$ cat config.mk
export PLATFORM = sky130hd
export DESIGN_NAME = hazard_ctrl
export DESIGN_NICKNAME = d
export VERILOG_FILES = /design/src/rtl/hazard_pkg.sv /design/src/rtl/hazard_perf_cnt.sv /design/src/rtl/hazard_ctrl.sv
export SDC_FILE = /design/constraint.sdc
export NUM_CORES = 1
export LEC_CHECK = 0
export ABC_CLOCK_PERIOD_IN_PS = 1700
export CAP_MARGIN = 30
export CORE_UTILIZATION = 33
export DETAILED_ROUTE_END_ITERATION = 7
export GPL_ROUTABILITY_DRIVEN = 1
export PLACE_DENSITY = 0.84
export REMOVE_ABC_BUFFERS = 1
export SLEW_MARGIN = 20
export SYNTH_ARGS = -nofsm -noshare
export SYNTH_HDL_FRONTEND = slang
export SYNTH_SLANG_ARGS = --single-unit
$ cat constraint.sdc
create_clock -name clk -period 1.7 [get_ports clk]
set_input_delay 0.255 -clock clk [delete_from_list [all_inputs] [get_ports clk]]
set_output_delay 0.255 -clock clk [all_outputs]
set_load 0.05 [all_outputs]
$ cat src/rtl/hazard_pkg.sv
// Shared types and constants for the pipeline hazard controller.
package hazard_pkg;

  typedef enum logic {
    RUN     = 1'b0,
    MC_BUSY = 1'b1
  } hazard_state_e;

  localparam int CNT_W    = 4;
  localparam int REG_ZERO = 0;

endpackage

$ cat src/rtl/hazard_perf_cnt.sv
// Saturating event counter with enable, used for optional hazard statistics.
module hazard_perf_cnt #(
  parameter int WIDTH = 32
) (
  input  logic             clk,
  input  logic             rst,
  input  logic             en,
  output logic [WIDTH-1:0] count
);

  // Holds at all ones once reached so long runs never wrap back to small values.
  always_ff @(posedge clk or negedge rst) begin
    if (!rst) begin
      count <= '0;
    end else if (en && (count != '1)) begin
      count <= count + WIDTH'(1);
    end
  end

endmodule

$ cat src/rtl/hazard_ctrl.sv
// Pipeline hazard controller: memory freeze, multi-cycle op stalls, branch flush, load-use stall.
// Optional statistics outputs are built when HAZARD_CTRL_PERF_EN is defined.
module hazard_ctrl
  import hazard_pkg::*;
#(
  parameter int REG_BITS = 5,
  parameter int MUL_LAT  = 3
) (
  input  logic                clk,
  input  logic                rst,
  input  logic [REG_BITS-1:0] D_rs1,
  input  logic [REG_BITS-1:0] D_rs2,
  input  logic                D_uses_rs1,
  input  logic                D_uses_rs2,
  input  logic [REG_BITS-1:0] E_rd,
  input  logic                E_reg_write,
  input  logic                E_is_load,
  input  logic                E_mc_start,
  input  logic                E_branch_taken,
  input  logic                M_mem_req,
  input  logic                M_mem_ready,
  output logic                stall_F,
  output logic                stall_D,
  output logic                stall_E,
  output logic                stall_M,
  output logic                flush_D,
  output logic                flush_E,
  output logic                mc_busy
`ifdef HAZARD_CTRL_PERF_EN
  ,
  output logic [31:0]         perf_stall_cycles,
  output logic [31:0]         perf_flushes
`endif
);

  hazard_state_e    state, state_nxt;
  logic [CNT_W-1:0] cnt, cnt_nxt;
  logic             mem_freeze;
  logic             load_use;

  assign mem_freeze = M_mem_req && !M_mem_ready;

  assign load_use = E_is_load && E_reg_write && (E_rd != REG_BITS'(REG_ZERO)) &&
                    ((D_uses_rs1 && (D_rs1 == E_rd)) || (D_uses_rs2 && (D_rs2 == E_rd)));

  always_ff @(posedge clk or negedge rst) begin
    if (!rst) begin
      state <= RUN;
      cnt   <= '0;
    end else begin
      state <= state_nxt;
      cnt   <= cnt_nxt;
    end
  end

  // Outputs are gated by reset so an op in flight drops its stalls without waiting for a clock.
  always_comb begin
    state_nxt = state;
    cnt_nxt   = cnt;
    stall_F   = 1'b0;
    stall_D   = 1'b0;
    stall_E   = 1'b0;
    stall_M   = 1'b0;
    flush_D   = 1'b0;
    flush_E   = 1'b0;
    if (rst) begin
      if (mem_freeze) begin
        stall_F = 1'b1;
        stall_D = 1'b1;
        stall_E = 1'b1;
        stall_M = 1'b1;
      end else if (state == MC_BUSY) begin
        if (cnt > CNT_W'(1)) begin
          stall_F = 1'b1;
          stall_D = 1'b1;
          stall_E = 1'b1;
          cnt_nxt = cnt - CNT_W'(1);
        end else begin
          state_nxt = RUN;
          cnt_nxt   = '0;
        end
      end else if (E_branch_taken) begin
        flush_D = 1'b1;
        flush_E = 1'b1;
      end else if (E_mc_start) begin
        stall_F   = 1'b1;
        stall_D   = 1'b1;
        stall_E   = 1'b1;
        cnt_nxt   = CNT_W'(MUL_LAT - 1);
        state_nxt = MC_BUSY;
      end else if (load_use) begin
        stall_F = 1'b1;
        stall_D = 1'b1;
        flush_E = 1'b1;
      end
    end
  end

  assign mc_busy = rst && (state == MC_BUSY);

`ifdef HAZARD_CTRL_PERF_EN
  hazard_perf_cnt #(.WIDTH(32)) u_stall_cnt (
    .clk   (clk),
    .rst   (rst),
    .en    (stall_D),
    .count (perf_stall_cycles)
  );

  hazard_perf_cnt #(.WIDTH(32)) u_flush_cnt (
    .clk   (clk),
    .rst   (rst),
    .en    (flush_D),
    .count (perf_flushes)
  );
`else
  // Statistics are not built in this configuration.
`endif

endmodule

### Word level (Yosys, flattened, before mapping)

Cells that the tools add are included.

* bits in latches: 0
* memory bits (read-only): 0
* RAM bits: 0
* word-level logic and storage cells: 48
* register bits: 5
* memories kept: 0
* input bits: 25
* output and inout bits: 7

* shift-type cells: 0
* reduce and logical (&&, ||, !) cells: 13
* equality and inequality tests: 3
* multipliers: 0
* $add $sub $neg: 1
* bitwise gates (word level): 1
* $lt $le $gt $ge: 1
* mux-type cells: 27
* divide/modulo/power cells: 0

Operators with widths (count)
* two-way mux 1 bit: 23
* two-way mux 4 bit: 4
* == test 5 bit: 2
* logical AND 1 bit: 7
* nonzero test 5 bit: 1
* > comparator 4 x 1 -> 1 bit (second input constant): 1
* AND reduction 4 bit: 1
* subtractor 4 x 1 -> 4 bit (second input constant): 1
* inequality test 2 x 1 -> 1 bit (second input constant): 1
* AND reduction 2 bit: 1
* nonzero test 2 bit: 1
* zero test 1 bit: 1
* logical OR 1 bit: 1
* inverter 1 bit: 1

### Longest topological paths before layout

Gate-level depths: netlist of the first run.

* word-level depth: 10
* depth in mapped cells: 7
* gate-level depth less buffers: 6

### Least setup slack after synthesis of the first run

No wires, ideal clock.

* path kind: reg2out
* start: register cnt[0]
* end: output stall_F
* cell stages (with the launch flop): 8
* data arrival time: 2.280 ns
* data required time: 1.445 ns
* slack: -0.835 ns
* path through: dfrtp_1 inv_1 ha_1 nor2_1 o31a_1 o31a_1 o21bai_1 buf_4

* word-level cells in the longest chain between the ends: 5

RTL lines
* start, declared: RTL line hazard_ctrl.sv:37 `logic [CNT_W-1:0] cnt, cnt_nxt;`
* start signal, assigned: RTL line hazard_ctrl.sv:52 `cnt <= cnt_nxt;`
* > comparator 4 x 1 -> 1 bit: RTL line hazard_ctrl.sv:73 `if (cnt > CNT_W'(1)) begin`
* two-way mux 1 bit (4 in series)
* end, declared: RTL line hazard_ctrl.sv:22 `output logic stall_F,`

Every way passes these cells.

### Final worst setup path of the first run

* start: register cnt[0]
* end: output stall_F

* word-level cells in the longest chain between the ends: 5

RTL lines
* > comparator 4 x 1 -> 1 bit: RTL line hazard_ctrl.sv:73
* two-way mux 1 bit: RTL line hazard_ctrl.sv:73
* two-way mux 1 bit: RTL line hazard_ctrl.sv:72 `end else if (state == MC_BUSY) begin`
* two-way mux 1 bit: RTL line hazard_ctrl.sv:67 `if (mem_freeze) begin`
* two-way mux 1 bit: RTL line hazard_ctrl.sv:66 `if (rst) begin`

Every way passes these cells.

==> qor.csv, run 1 <==
stage;metric;value;unit
synth;mapped cell area;546;um^2
pwr;Cell Int Power;0.000841;W
synth;number of distinct library cells after synthesis;35;
timing;final period utilization;131;%
setup_path;worst path cell trace;inv_2, ha_4, nor2_2, o31a_1, o31a_1, o21bai_1, buf_4, buf_12;
die;Core Region;1520;um^2
pwr;Flop pwr share;15.5;%
cts;insertion delay to the later sink of the worst-skew pair;0.25;ns
cts;CTS Buf Count;3;
global_routing;total grt overflow;0;
die;I/O pin total;32;
setup_path;reg2reg end;cnt[2];
cts;H-tree depth;1;
synth;most numerous cell in the Yosys netlist;xor2_1;
setup_path;WP data required;1.44;ns
timing;Min Hold Slack;0.165;ns
route;ANT nets after route;0;
timing;final clock skew;0.00538;ns
global_routing;vias in the first global route;826;
job;# Max-Cap Violations;0;
placed_design;port buffer count;31;
cts;CTS tree;built;
pwr;clock share of power;9.8;%
synth;Seq/Total Area, Yosys;22.9;%
route;Vias;737;
timing;fmax;0.450;GHz
synth;largest family of logic cells by synthesized area;simple AND/OR/NAND/NOR gates;
cts;CTS Hold Bufs;0;
synth;Syn Inst Count;66;
route;final wirelength;2430;um
setup_path;WS Path Type;reg2out;
synth;EDFF count, synth;0;
timing;Hold Fails Final Rpt;0;
setup_path;CP delay by family, top;compound AO/OA/AOI/OAI gates;
final_layout;Final nets;150;
setup_path;CP peak stage delay;0.40;ns
global_routing;largest net degree at the start of global routing;9;
die;Die ar.;1820;um^2
setup_path;crit start category;flop;
hold_path;type of the most critical hold path;in2async;
synth;Yosys reg bits;5;
route;Vias per Instance;5.34;
die;Rows;14;
final_layout;Diodes inserted;0;
final_layout;Area growth syn-to-layout;124;%
cts;clock sink count;5;
route;Post-route DRC;0;
placed_design;DP HPWL;1720;um
final_layout;layout cells sized above 1;41.8;%
global_routing;first-pass GRT wire length;3600;um
route;Routed WL per cell;17.6;um
pwr;Combinational Power Share;74.7;%
pwr;Max VDD drop;0.960;mV
setup_path;R2R depth;7;
timing;post-route setup slack;-0.520;ns
timing;Worst slew margin;75.9;%
synth;synth warn;0;
placed_design;post-placement cell area;1080;um^2
setup_path;CP Capture Type;output port;
synth;Synth Area in Adders;4.59;%
cts;root buf cell;clkbuf_4;
setup_path;R2R Path Start;cnt[0];
pwr;Leak;0.604;nW
synth;Compound-Gate Fraction of Synth Area;19.3;%
setup_path;Critical Path Most Common Cell;o31a_1;
outcome;status;finished with violations;
global_routing;Total Routing Usage GR;26.9;%
setup_path;crit path DAT;1.96;ns
synth;Post-Synth XOR/XNOR Area;16.1;%
synth;Top FF cell, synth;dfrtp_1;
route;drt first pass iters;4;
synth;post-synthesis simple-gate area fraction;29.6;%
die;Die Wd;42.7;um
final_layout;fillcell total;98;
outcome;failing checks;setup timing;
setup_path;WP buf/inv;3;
pwr;P_sw;0.000645;W
global_routing;initial antenna violation count;0;
setup_path;CP max-delay cell;dfrtp_1;
synth;synth cell count leaders;8 x xor2_1, 5 x dfrtp_1, 5 x inv_1, 5 x nor2_1, 4 x nand2_1;
synth;Async SR Flop Fraction;100;%
cts;CTS max path bufs;2;
synth;multiplexer share of the synthesized area;0;%
synth;cell taking the most area after synthesis;dfrtp_1;
synth;syn_area_per_cell;8.27;um^2
synth;top post-synthesis cells by area;dfrtp_1 23%, xor2_1 13%, ha_1 4.6%;
timing;Final min period;2.22;ns
pwr;total power per unit cell area;1220;nW/um^2
timing;RSZ-0062 raised after global routing;yes;
setup_path;flop2flop setup slack;0.21;ns
route;1st-iter DRT viols;10;
timing;Slew Limit Fails;0;
synth;area share of the largest cell type after synthesis;22.9;%
die;initial core utilization;35.8;%
timing;# setup viols final;4;
placed_design;GPL Wtd Cong;0.889;
timing;Least-Margin Pin Slew;0.359;ns
die;Die Ht;42.7;um
cts;CTS clk-pin slew, worst paths;0.05;ns
final_layout;Final Cell Area;1220;um^2
setup_path;worst-path fanout max;3;
pwr;Net Sw Frac;43.4;%
## power groups by stage
stage          Sequential [W]  Clock, W  Combinational, W
6_report             0.000231  0.000146           0.00111
5_1_grt              0.000236  0.000162           0.00117
4_1_cts              0.000227  0.000143           0.00102
3_5_place_dp         0.000216         0          0.000943
3_3_place_gp         0.000215         0          0.000903
2_1_floorplan        0.000218         0          0.000428
## sequential cells by signal, indices dropped and copies added, names as in the netlist
register / cells
state: 1
cnt: 4
## worst max path at each step
stage	cells after the start	slack, ns	startpoint	endpoint
2_1_floorplan	3	-0.94	state	stall_D
3_3_place_gp	7	-0.41	E_rd[3]	stall_D
3_5_place_dp	7	-0.47	E_rd[2]	stall_F
4_1_cts	8	-0.43	cnt[0]	stall_F
5_1_grt	8	-0.61	cnt[0]	stall_F
6_report	8	-0.52	cnt[0]	stall_F
## stage by stage
| stage | utilization (%) | TNS [ns] | power [W] | worst slack (ns) | std cells |
|---|---|---|---|---|---|
| floorplan | - | -2.14 | 0.000646 | -0.935 | 64 |
| global placement | 70.7 | -1.36 | 0.00112 | -0.410 | 131 |
| detailed placement | 70.7 | -1.63 | 0.00116 | -0.474 | 131 |
| CTS | 75.9 | -1.52 | 0.00139 | -0.433 | 136 |
| global route | 80.2 | -1.95 | 0.00157 | -0.609 | 138 |
| finish | 80.2 | -1.66 | 0.00149 | -0.520 | 138 |
## cells by family (layout without fill, tap and decap cells)
group,count (synthesis),count (layout)
adder cells (fa/ha/maj),2,2
XOR/XNOR,10,10
flip-flops,5,5
buffers and inverters,8,64
AO/OA/AOI/OAI,15,15
AND/OR/NAND/NOR,26,26
## cells in the final DEF (no fill, tap or decap), types with 2 or more instances in the layout
cell / n
buf_6: 2
nor2_1: 4
buf_12: 7
inv_2: 3
nor3_1: 2
dlymetal6s2s_1: 8
inv_1: 3
buf_4: 21
xnor2_1: 2
clkbuf_4: 3
ha_4: 2
a21oi_1: 3
dfrtp_1: 4
nor4_2: 2
clkdlybuf4s50_1: 11
dlygate4sd2_1: 5
o22ai_1: 2
nand2_1: 3
o31a_1: 2
xor2_1: 8
## routing by layer
layer | up-vias | track usage [%] | wire length [um]
li1 | 344 | - | -
met1 | 361 | 29.8 | 987
met2 | 24 | 45.8 | 1320
met3 | 8 | 7.66 | 64
met4 | 0 | 14.4 | 59
met5 | - | 0 | 0
## area by class of cell
class                           instances  area [um^2]  share of cell area (%)
Multi-Input combinational cell         53          453                    37.1
Inverter                                6         22.5                    1.84
Clock buffer                            4         26.3                    2.15
Tap cell                               16         20.0                    1.64
Sequential cell                         5          126                    10.3
Timing Repair Buffer                   54          574                    47.0
## timing repair
item | CTS | global route
gates resized for setup | 17 | 14
setup endpoints to repair | 5 | 4
buffers inserted | 1 | 3
pin swaps | 2 | 5
Note: power is estimated with default switching activity, not from simulation.
==> inputs of run 2 (changes only) <==
--- a/config.mk
+++ b/config.mk
@@ -8,6 +8,7 @@
 export ABC_CLOCK_PERIOD_IN_PS = 1700
 export CAP_MARGIN = 30
 export CORE_UTILIZATION = 33
+export CTS_CLUSTER_DIAMETER = 150
 export DETAILED_ROUTE_END_ITERATION = 7
 export GPL_ROUTABILITY_DRIVEN = 1
 export PLACE_DENSITY = 0.84
==> results of run 2 <==
The final DEF is identical to that of run 1; final timing and power are the same.
==> inputs of run 3 (changes only) <==
--- a/config.mk
+++ b/config.mk
@@ -8,12 +8,12 @@
 export ABC_CLOCK_PERIOD_IN_PS = 1700
 export CAP_MARGIN = 30
 export CORE_UTILIZATION = 33
-export CTS_CLUSTER_DIAMETER = 150
+export CTS_CLUSTER_DIAMETER = 200
 export DETAILED_ROUTE_END_ITERATION = 7
 export GPL_ROUTABILITY_DRIVEN = 1
 export PLACE_DENSITY = 0.84
 export REMOVE_ABC_BUFFERS = 1
-export SLEW_MARGIN = 20
+export SLEW_MARGIN = 10
 export SYNTH_ARGS = -nofsm -noshare
 export SYNTH_HDL_FRONTEND = slang
 export SYNTH_SLANG_ARGS = --single-unit
==> results of run 3 <==
The final DEF is identical to that of run 1; final timing and power are the same.
==> RTL edit 1 (config.mk and constraints of run 1) <==
`REG_BITS`: 5 -> 7.
--- a/src/rtl/hazard_ctrl.sv
+++ b/src/rtl/hazard_ctrl.sv
@@ -3,7 +3,7 @@
 module hazard_ctrl
   import hazard_pkg::*;
 #(
-  parameter int REG_BITS = 5,
+  parameter int REG_BITS = 7,
   parameter int MUL_LAT  = 3
 ) (
   input  logic                clk,
Ports: changed (resized D_rs1, D_rs2 and E_rd); port bits go from 32 to 38. The function was not compared with the original's and may differ.
==> RTL edit 1 against run 1 <==
  * The flow still finishes with violations (setup timing)
  * Core utilization grew 2.7 points
  * Setup slack gained 0.11 ns
  * Final area grew 7.0%
  * Register-to-register slack lost 0.12 ns
  * Wire length grew 7.6%
  * Total power grew 9.1%
  * Sequential cell count is the same
  * Synthesized area grew 7.1%
  * Count of clock-buffer cells in the layout is the same
  * Critical path type unchanged
  * Highest routed layer unchanged
==> RTL edit 1: results (changes against run 1) <==
status=finished, violations left; failing checks=setup timing; Synth Area in XOR/XNOR=21.0% (+4.9 points); RePlAce Congestion=0.824 (-7.3%); Routed WL=2620 µm (+7.6%); Total Nets Final=169 (+13%); origin of the critical flop-to-flop path=cnt[1]; Mapped Avg Cell Area=8.23 µm² (-0.43%); Area contributors post-synth=dfrtp_1, xnor2_1, xor2_1; max_slew headroom=70.1% (-5.8 points); Adder-Cell Fraction of Synth Area=4.28% (-0.30 points); Hold Crit Class=input port to asynchronous set/reset pin; dpl ws=-0.510 ns (-0.0357 ns); WHS=0.177 ns (+0.0118 ns); worst r2r dst=cnt[3]; Max FO, Critical Path=3 (unchanged); worst clock skew=0.00266 ns (-0.00272 ns); Synth Area in Compound Gates=17.8% (-1.5 points); Final WS setup=-0.408 ns (+0.112 ns); vias per cell=5.31 (-0.55%); Port Buffers=37 (+19%); largest net degree at the start of global routing=8 (-1); internal reg-to-reg setup slack=0.09 ns (-0.12 ns); vias in the first global route=827 (+0.12%); wire length of the first global-routing pass=4010 µm (+11%); placed cells=143 (+9.2%); total number of yosys warnings=0 (unchanged); Post-synth top cells=xnor2_1, xor2_1, dfrtp_1, nor2_1; FILL cells=84 (-14%); # setup viols final=4 (unchanged); mux contribution to synthesized area=0% (unchanged); H-Tree Level Count=1 (unchanged); hpwl dp=1830 µm (+6.3%); via count=802 (+8.8%); Peak VDD IR=0.000953 V (-0.68%); gr usage total=29.4% (+2.5 points); unique cell type count in the Yosys netlist=30 (-14%); first drt pass iteration count=6 (+2); DR iter-0 viols=22 (+12); P_int=0.915 mW (+8.8%); Leak=0.594 nW (-1.6%); share of cells above drive strength 1=40.0% (-1.8 points); sequential element share of the synthesized area=21.4% (-1.5 points)
## RTL edit 1: per-stage QoR
stage          setup TNS [ns]  cell area, µm²  utilization, %
2_1_floorplan           -1.78             569               -
3_3_place_gp            -1.20            1190            75.3
3_5_place_dp            -1.78            1190            75.3
4_1_cts                 -1.39            1270            80.7
5_1_grt                 -1.80            1310            82.9
6_report                -1.43            1310            82.9
## RTL edit 1: layer usage
metal	track usage [%]	share of wire [%]	vias to the layer above
met5	0	0	-
met4	10.9	3.1	0
met3	8.57	4.8	12
met2	48.2	50	39
met1	36.5	42	367
li1	-	-	384
## RTL edit 1: power groups by stage
stage	Combinational, mW	Clock, mW	Sequential [mW]
2_1_floorplan	0.437	0	0.243
3_3_place_gp	0.965	0	0.230
3_5_place_dp	1.00	0	0.238
4_1_cts	1.14	0.145	0.257
5_1_grt	1.29	0.154	0.270
6_report	1.21	0.146	0.263
## RTL edit 1: timing repair
action | CTS | global route
endpoints found under the setup margin | 5 | 6
setup buffers | 3 | 2
pin swaps | 16 | 3
resized for setup | 36 | 6
endpoints found under the hold margin | 0 | 0
## RTL edit 1: cell families (layout without fill, tap and decap cells)
kind of cell | count (synthesis) | after routing
adder cells (fa/ha/maj) | 2 | 2
buffers and inverters | 4 | 68
AND/OR/NAND/NOR | 30 | 30
XOR/XNOR | 14 | 14
AO/OA/AOI/OAI | 16 | 16
flip-flops | 5 | 5
## RTL edit 1: critical path, cell delays in order, from the launching register on
cell and delay [ns]:
dfrtp_1 0.39, inv_2 0.11, ha_4 0.16, nor2_4 0.04, nor3_4 0.15, a21oi_1 0.09
o21a_1 0.20, o21bai_1 0.16, buf_4 0.16, buf_12 0.14
## RTL edit 1: layout make-up
class	instances	area [µm²]	area share [%]
clock buffers	4	26.3	2.01
inverters	2	7.51	0.574
flip-flops and latches	5	126	9.67
repair buffers	62	617	47.2
multi-input cells	62	510	39.0
well taps	16	20.0	1.53
## RTL edit 1: how the worst max path moves through the flow
stage / start / endpoint / slack, ns / cells past startpoint
floorplan: cnt[0] / stall_D / -0.82 / 7
global placement: E_rd[6] / flush_E / -0.33 / 6
detailed placement: E_rd[1] / stall_D / -0.51 / 7
CTS: cnt[1] / stall_D / -0.46 / 9
global route: cnt[1] / stall_D / -0.48 / 9
finish: cnt[1] / stall_D / -0.41 / 9
==> RTL edit 2 (settings of run 1) <==
Made on the original files. Make the reset (`rst`) synchronous in one clocked block.
--- a/src/rtl/hazard_ctrl.sv
+++ b/src/rtl/hazard_ctrl.sv
@@ -43,7 +43,7 @@
   assign load_use = E_is_load && E_reg_write && (E_rd != REG_BITS'(REG_ZERO)) &&
                     ((D_uses_rs1 && (D_rs1 == E_rd)) || (D_uses_rs2 && (D_rs2 == E_rd)));
 
-  always_ff @(posedge clk or negedge rst) begin
+  always_ff @(posedge clk) begin
     if (!rst) begin
       state <= RUN;
       cnt   <= '0;
Formal check against the unedited RTL: no difference found for any inputs over 10 cycles, from zero or initial values and one cycle with rst low; that may be too few to reach the edited logic, so the function may still have changed.
==> RTL edit 2 against run 1 <==
  * The run still ends with setup timing left
  * First-iteration DRC count increased by 20%
  * Setup slack improved by 0.21 ns
  * Final area increased by 0.31%
  * Wire length increased by 13%
  * Synthesized area decreased by 8.7%
  * Sequential cell count unchanged
Power is not compared: it rests on default switching activity, and its combinational part moved more than twofold at a synthesized area within 25%.
==> RTL edit 2: results (changes against run 1) <==
Final WS setup=-0.314 ns (+0.206 ns); setup TNS=-0.967 ns (+0.690 ns); Leak=just over 0.5 nW; failing checks=setup timing; # setup viols final=4 (unchanged); hpwl dp=1550 µm (-9.8%); vias in the first global route=732 (-11%); status=finished, violations left; largest net degree at the start of global routing=5 (-4); internal reg-to-reg setup slack=0.07 ns (-0.14 ns); ys flop type=dfxtp_1; post-layout util=90.8% (+11 points); Post-synth top cells=xor2_1, nor2_1, dfxtp_1; Synth top area share=20.1% (-2.8 points); asr flop ratio synth=0% (-100 points); max_slew headroom=68.9% (-7.0 points); Arrival @ worst endpoint=1.76 ns (-0.20 ns); gr usage total=33.1% (+6.2 points); share of cells above drive strength 1=55.0% (+13 points); dpl ws=-0.519 ns (-0.0445 ns); DR iter-0 viols=12 (+2); Mapped Avg Cell Area=8.16 µm² (-1.2%); Total Nets Final=148 (-1.3%); worst clock skew=0.00804 ns (+0.00266 ns); Routed WL=2750 µm (+13%); area post-placement=1050 µm² (-2.8%); RePlAce Congestion=0.857 (-3.7%); unique cell type count in the Yosys netlist=32 (-8.6%); FILL cells=53 (-46%); WHS=0.557 ns (+0.393 ns); Hold Crit Class=flip-flop to flip-flop; wire length of the first global-routing pass=3400 µm (-5.6%); vias per cell=5.68 (+6.4%); placed cells=127 (-3.1%)
-- RTL edit 2: area by class of cell --
type | count | share of cell area [%]
flip-flops and latches | 5 | 8.57
multi-input cells | 51 | 40.8
clock buffers | 4 | 2.14
repair buffers | 56 | 45.3
well taps | 15 | 1.53
inverters | 4 | 1.63
-- RTL edit 2: worst paths after layout --
check | startpoint | to | depth (start not counted)
worst max register to register | cnt[1] | cnt[3] | 7
worst min-delay path | cnt[3] | cnt[3] | 2
worst min register to register | cnt[3] | cnt[3] | 2
worst max-delay path | cnt[1] | stall_D | 8
-- RTL edit 2: power breakdown --
part	internal [mW]	switching, mW
sequential	0.129	0.0112
clock	0.0893	0.0565
combinational	0.209	0.195
total	0.427	0.262
-- RTL edit 2: repair_timing --
action                     4_1_cts  5_1_grt
hold buffers                     0        0
resized for setup               59       10
setup buffers                    4        1
setup endpoints to repair        5        6
pin swaps                       14        4
hold endpoints to repair         0        0
-- RTL edit 2: kinds of logic (layout without fill, tap and decap cells) --
logic type | after synthesis | in the layout | synth area share [%]
DFF | 5 | 5 | 20.1
buffers and inverters | 5 | 64 | 4.52
adders and majority gates | 2 | 2 | 5.02
xor gates and xnor gates | 11 | 11 | 19.3
and+or+nand+nor | 21 | 21 | 25.9
AOI/OAI and AO/OA | 17 | 17 | 25.1
-- RTL edit 2: critical path, cell delays in order (launching register included) --
cell      delay, ns
dfxtp_2        0.35
inv_4          0.06
ha_4           0.15
or2_4          0.26
a21oi_2        0.12
o31a_1         0.16
o21bai_1       0.11
buf_4          0.16
buf_12         0.13
-- RTL edit 2: routing by layer --
| metal | GRT usage (%) | vias to the layer above | wire length (µm) |
|---|---|---|---|
| met3 | 11.4 | 18 | 165 |
| li1 | - | 339 | - |
| met2 | 63.7 | 50 | 1480 |
| met4 | 9.17 | 0 | 123 |
| met1 | 32.5 | 360 | 978 |
| met5 | 0 | - | 0 |
